File: src/rtl/cacheline_adaptor.sv
// rtl/cacheline_adaptor.sv - 256-bit cache line <-> 64-bit memory burst adaptor
// Write-back path compiled in only when CACHELINE_ADAPTOR_WRITE_EN is defined.
`timescale 1ns/1ps
module cacheline_adaptor #(
    parameter int line_width  = 256,
    parameter int burst_width = 64
) (
    input  logic                   clk,
    input  logic                   rst,
    input  logic [31:0]            address_i,
    input  logic                   read_i,
    input  logic                   write_i,
    input  logic [line_width-1:0]  line_i,
    output logic [line_width-1:0]  line_o,
    output logic                   resp_o,
    output logic [31:0]            address_o,
    output logic                   read_o,
    output logic                   write_o,
    output logic [burst_width-1:0] burst_o,
    input  logic [burst_width-1:0] burst_i,
    input  logic                   resp_i
);

    localparam int beats = line_width / burst_width;
    localparam int cnt_w = $clog2(beats);
    localparam int off_w = $clog2(line_width / 8);
    localparam logic [cnt_w-1:0] last_beat = cnt_w'(beats - 1);

    typedef enum logic [1:0] {
        IDLE  = 2'd0,
        READ  = 2'd1,
        WRITE = 2'd2,
        DONE  = 2'd3
    } state_t;

    state_t                              state_q, state_d;
    logic   [cnt_w-1:0]                  cnt_q;
    logic   [31:0]                       addr_q;
    logic   [beats-1:0][burst_width-1:0] line_q;
    logic                                accept;
    logic                                beat_en;

    always_comb begin
        state_d = state_q;
        accept  = 1'b0;
        case (state_q)
            IDLE: begin
`ifdef CACHELINE_ADAPTOR_WRITE_EN
                if (write_i) begin
                    state_d = WRITE;
                    accept  = 1'b1;
                end else if (read_i) begin
                    state_d = READ;
                    accept  = 1'b1;
                end
`else
                if (read_i) begin
                    state_d = READ;
                    accept  = 1'b1;
                end
`endif
            end
            READ, WRITE: begin
                if (resp_i && cnt_q == last_beat) begin
                    state_d = DONE;
                end
            end
            DONE:    state_d = IDLE;
            default: state_d = IDLE;
        endcase
    end

    // Beat strobes only count inside a burst; IDLE/DONE strobes are dropped.
    assign beat_en = resp_i && (state_q == READ || state_q == WRITE);

    always_ff @(posedge clk or posedge rst) begin
        if (rst) begin
            state_q <= IDLE;
            cnt_q   <= '0;
            addr_q  <= '0;
        end else begin
            state_q <= state_d;
            if (accept) begin
                cnt_q  <= '0;
                addr_q <= {address_i[31:off_w], {off_w{1'b0}}};
            end else if (beat_en) begin
                cnt_q <= cnt_q + 1'b1;
            end
        end
    end

    // Slices are overwritten in place, so line_o shows a mix mid-burst.
    always_ff @(posedge clk or posedge rst) begin
        if (rst) begin
            line_q <= '0;
        end else if (state_q == READ && resp_i) begin
            line_q[cnt_q] <= burst_i;
        end
    end

    assign line_o    = line_q;
    assign address_o = addr_q;
    assign read_o    = (state_q == READ);
    assign resp_o    = (state_q == DONE);

`ifdef CACHELINE_ADAPTOR_WRITE_EN
    logic [beats-1:0][burst_width-1:0] wbuf_q;

    always_ff @(posedge clk or posedge rst) begin
        if (rst) begin
            wbuf_q <= '0;
        end else if (accept && write_i) begin
            wbuf_q <= line_i;
        end
    end

    assign write_o = (state_q == WRITE);
    assign burst_o = (state_q == WRITE) ? wbuf_q[cnt_q] : '0;

    logic unused_inputs;
    assign unused_inputs = ^address_i[off_w-1:0];
`else
    assign write_o = 1'b0;
    assign burst_o = '0;

    logic unused_inputs;
    assign unused_inputs = ^{write_i, line_i, address_i[off_w-1:0]};
`endif

endmodule

File: config.mk
export PLATFORM = sky130hd
export DESIGN_NAME = cacheline_adaptor
export DESIGN_NICKNAME = d
export VERILOG_FILES = /design/src/rtl/cacheline_adaptor.sv
export SDC_FILE = /design/constraint.sdc
export NUM_CORES = 1
export LEC_CHECK = 0
export ABC_AREA = 1
export CAP_MARGIN = 15
export CORE_AREA = 2 2 281 283
export CTS_CLUSTER_SIZE = 12
export DETAILED_ROUTE_END_ITERATION = 8
export DIE_AREA = 0 0 283 285
export HOLD_SLACK_MARGIN = 0.1
export PLACE_DENSITY = 0.53
export SYNTH_ARGS = -nofsm -noshare
export SYNTH_HDL_FRONTEND = slang
export SYNTH_SLANG_ARGS = --single-unit
File: constraint.sdc
create_clock -name clk -period 8.15 [get_ports clk]
set_input_delay 0.815 -clock clk [delete_from_list [all_inputs] [get_ports clk]]
set_output_delay 0.815 -clock clk [all_outputs]
set_load 0.01 [all_outputs]
-- Yosys cells after proc, flatten, opt, wreduce, memory -nomap -nowiden
Cells that the tools add are included.
- bits in registers: 287
- output and inout bits: 355
- add/sub/neg operators: 1
- magnitude comparators: 2
- equal/unequal tests: 6
- muxes and demuxes: 10
- reductions and logical operators: 9
- operators with widths (operator ; number):
    bitwise mux 256 bit ; 1
    demux 64 bit (select 2 bit) ; 1
    two-way mux 64 bit ; 1
    two-way mux 2 bit ; 4
    == test 2 bit (second input constant) ; 3
    case mux 2 bit (3 select lines) ; 1
    logical AND 1 bit ; 4
    != test 2 bit (second input constant) ; 2
    < comparator 2 x 3 -> 1 bit (second input constant) ; 1
    adder 2 x 1 -> 2 bit (second input constant) ; 1
    == test 2 x 1 -> 1 bit (second input constant) ; 1
    >= comparator 2 x 1 -> 1 bit (second input constant) ; 1
    logical NOT 2 bit ; 1
    two-way mux 1 bit ; 2
    AND reduction 2 bit ; 1
    nonzero test 2 bit ; 1
    OR reduction 2 bit ; 1
    logical OR 1 bit ; 1

-- Longest topological paths before layout
- depth in word-level cells: 5
- depth in mapped cells: 7

-- Worst setup path before layout
Ideal clock, no wire load.
- kind: register -> output
- from: reg state_q[1]
- to: out read_o
- arrival: 0.760 ns
- slack: 6.575 ns
- cell stages (with the launch flop): 3
- buffers on the path: 0
- cells stage by stage: dfrtp_1 -> inv_1 -> ha_1
- cells in the longest elaborated chain, start to end: 1
- RTL lines (what ; RTL line ; text):
    start, declared ; 36 ; state_t state_q, state_d;
    start signal, assigned ; 82 ; state_q <= state_d;
    == test 2 x 1 -> 1 bit ; 103 ; assign read_o = (state_q == READ);
    end, declared ; 17 ; output logic read_o,
Every way passes these cells.

-- Worst setup path in the final report
- from: in resp_i
- to: reg line_q (netlist bit line_o[194])
- cells in the longest elaborated chain, start to end: 1
- RTL lines (what ; RTL line ; text):
    start, declared ; 21 ; input logic resp_i
    logical AND 1 bit ; 96 ; end else if (state_q == READ && resp_i) begin
    end signal, assigned by index ; 97 ; line_q[cnt_q] <= burst_i;
    end, declared ; 39 ; logic [beats-1:0][burst_width-1:0] line_q;
Every way passes these cells.
A chain may end at the register's enable or synchronous reset.

==> impl_metrics.yaml <==
status:
  status: "finished, final reports clean"
grt:
  grt_pass1_vias: 8741
  track_usage: 0.0902
  grt_start_max_net_pins: 126
  antenna_found_initial: 0
  grt_pass1_wl_mm: 56.5
  overflow: 0
worst_setup_path:
  critPathRequiredTime_ns: 8.57
  crit_fanout: 65
  worst_ep_arrival_time_ns: 3.43
  cpPeakStageDelay_ns: 0.79
  start_kind: "primary input"
  cp-end-kind: "register"
  critPathTopFamily: "buffers and inverters"
  critical_path_buf_inv_count: 2
  criticalPathCategory: "primary input to register"
  crit_chain: "clkdlybuf4s50_1, nand3_4, buf_4, nand2_1, o21ai_2"
  critPathSlowestCell: "clkdlybuf4s50_1"
yosys:
  synthMuxAreaShare: 0
  seq_area_frac_synth: 0.592
  yosysUniqueCellTypes: 14
  yosys_warnings: 0
  synth_adder_area_share: 0.00826
  syn_area_per_cell_um2: 10.8
  synth-xor-area-share: 0
  synth.cell_area_um2: 12100
  synth-compound-area-share: 0.161
  synth_top_family_by_area: "compound AO/OA/AOI/OAI gates"
  synth_seq_cells: 287
  synth-simple-area-share: 0.117
  yosys.area.top_type_share: 0.592
  syn_inst: 1118
  synth_top_area_cell: "dfrtp_1"
  synth_area_leaders: "dfrtp_1, o21ai_2, nand2_1, buf_6, buf_4"
floorplan:
  core-area_um2: 78000
  die_area_um2: 80700
  num_io_pins: 712
  die_h_um: 285
  initial_core_util: 0.156
  num_rows: 103
  die_x_um: 283
cells_and_area:
  finalNetCount: 1848
  flow.area_growth_from_synthesis_pct: 45.8
  final_util: 0.227
  layout-drive-gt1-share: 0.172
cts:
  h-tree-depth: 2
  cts_buffer_depth: 3
  cts-root-buf: "clkbuf_16"
  clk_latency_ns: 0.54
  cts_made_buffers: 37
  cts_setup_buffers: 0
  post_cts_resized: 0
  postCtsHoldBufs: 0
  clock_sinks: 287
  cts_tree: "done"
  clk_pin_slew_ns: 0.06
placed_design:
  place.port_buffers: 379
  hpwl_mm: 26.8
  gp_congestion: 0.747
sta:
  setup_viol_count_final: 0
  worst_pin_slew_ns: 0.967
  hold_viol: 0
  final_max_slew_viol_count: 0
  max_freq_mhz: 332
  rsz0062_at_grt: "no"
  period_share: 0.369
  final.setup.tns_ns: 0
  min_period_ns: 3.01
  slew_headroom: 0.355
  skew_ns: 0.0228
power_and_ir_drop:
  powerDensity_nw_per_um2: 403
  ir_drop_uv: 196
  power_uw: 7120
  p_leak_uw: 0.00792
worst_hold_path:
  hold_class: "register to register"
drt:
  wl_per_cell_um: 14.5
  ant_nets: 0
  dr_total_vias: 8736
  post-route-drc-count: 0
  drt_first_pass_iters: 4
  viasPerCell: 3.41
  routed_wl_mm: 37.3
  drtIter0Drc: 414
flow_run:
  drv_cap: 0
==> tightest hold or removal path: stages, from the launching register on <==
cell     delay, ns
dfrtp_1       0.34
nand2_1       0.05
nand2_1       0.05
==> worst paths after layout <==
kind	slack [ns]	end	start	cells after the start
setup / recovery	5.14	line_o[194]	resp_i	5
hold / removal	0.48	address_o[16]	address_o[16]	2
setup reg to reg	5.31	line_o[194]	state_q[1]	6
hold reg to reg	0.48	address_o[16]	address_o[16]	2
max in group asynchronous	5.61	line_o[184]	rst	4
min in group asynchronous	0.70	line_o[233]	rst	2
==> area by class of cell <==
| cell class | instances | area (um2) |
|---|---|---|
| inverters | 71 | 270 |
| clock inverters | 18 | 178 |
| repair buffers | 393 | 3930 |
| fillers | 8396 | 60300 |
| diodes | 1 | 2.50 |
| multi-input cells | 693 | 3760 |
| well taps | 1050 | 1310 |
| flip-flops and latches | 287 | 7180 |
| clock buffers | 49 | 1040 |
==> cells by family (layout without fill, tap and decap cells) <==
group	Yosys count	in the layout
flip-flops	287	287
other	1	71
AO/OA/AOI/OAI	256	256
buffers and inverters	207	531
adder cells (fa/ha/maj)	8	8
AND/OR/NAND/NOR	359	359
==> routing by layer <==
| layer | GRT usage | vias to the layer above | share of wire |
|---|---|---|---|
| met1 | 0.117 | 4149 | 0.44 |
| met4 | 0.0237 | 0 | 0.020 |
| met2 | 0.136 | 343 | 0.44 |
| met3 | 0.0404 | 42 | 0.099 |
| li1 | - | 4202 | - |
| met5 | 0 | - | 0 |
==> flip-flops by register name, indices dropped and copies added (netlist names) <==
register / cells
address_o: 27
cnt_q: 2
line_o: 256
state_q: 2
==> cells in the mapped netlist <==
library cell  count
buf_6            55
nand3_2           4
nand2_1         322
inv_1            71
clkbuf_1          2
nand4_1           2
nand3_1          31
conb_1            1
buf_2             7
ha_1              8
dfrtp_1         287
o21ai_1          77
o21ai_2         179
buf_4            72
==> metrics by stage <==
stage	hold slack, ns	cell area (um2)	worst slack [ns]	instances
6_report	0.476	17700	5.14	2562
5_1_grt	0.491	17700	4.97	2561
4_1_cts	0.476	17700	5.13	2560
3_5_place_dp	0.463	16400	4.53	2493
3_3_place_gp	0.458	16400	4.57	2493
2_1_floorplan	0.490	12400	3.53	1187
==> cells in the final DEF, fill, tap and decap left out <==
cell type and count:
clkdlybuf4s50_1 379, nand2_1 322, dfrtp_1 287, o21ai_2 179, o21ai_1 77, inv_1 70
conb_1 70, clkbuf_16 37, nand3_1 31, buf_4 12, clkinv_2 9, ha_1 8
clkbuf_8 7, clkbuf_1 5, nand3_4 4, inv_6 4, nand4_1 2, clkinv_4 2
bufinv_16 2, diode_2 1, clkinvlp_4 1, inv_16 1, buf_12 1, buf_16 1
==> report_power, final <==
| group | internal [uW] | switching (uW) | leakage [uW] |
|---|---|---|---|
| registers | 2090 | 383 | 0.00366 |
| clock network | 972 | 652 | 0.000612 |
| logic | 1580 | 1440 | 0.00365 |
Power figures use the tool's default switching activity.
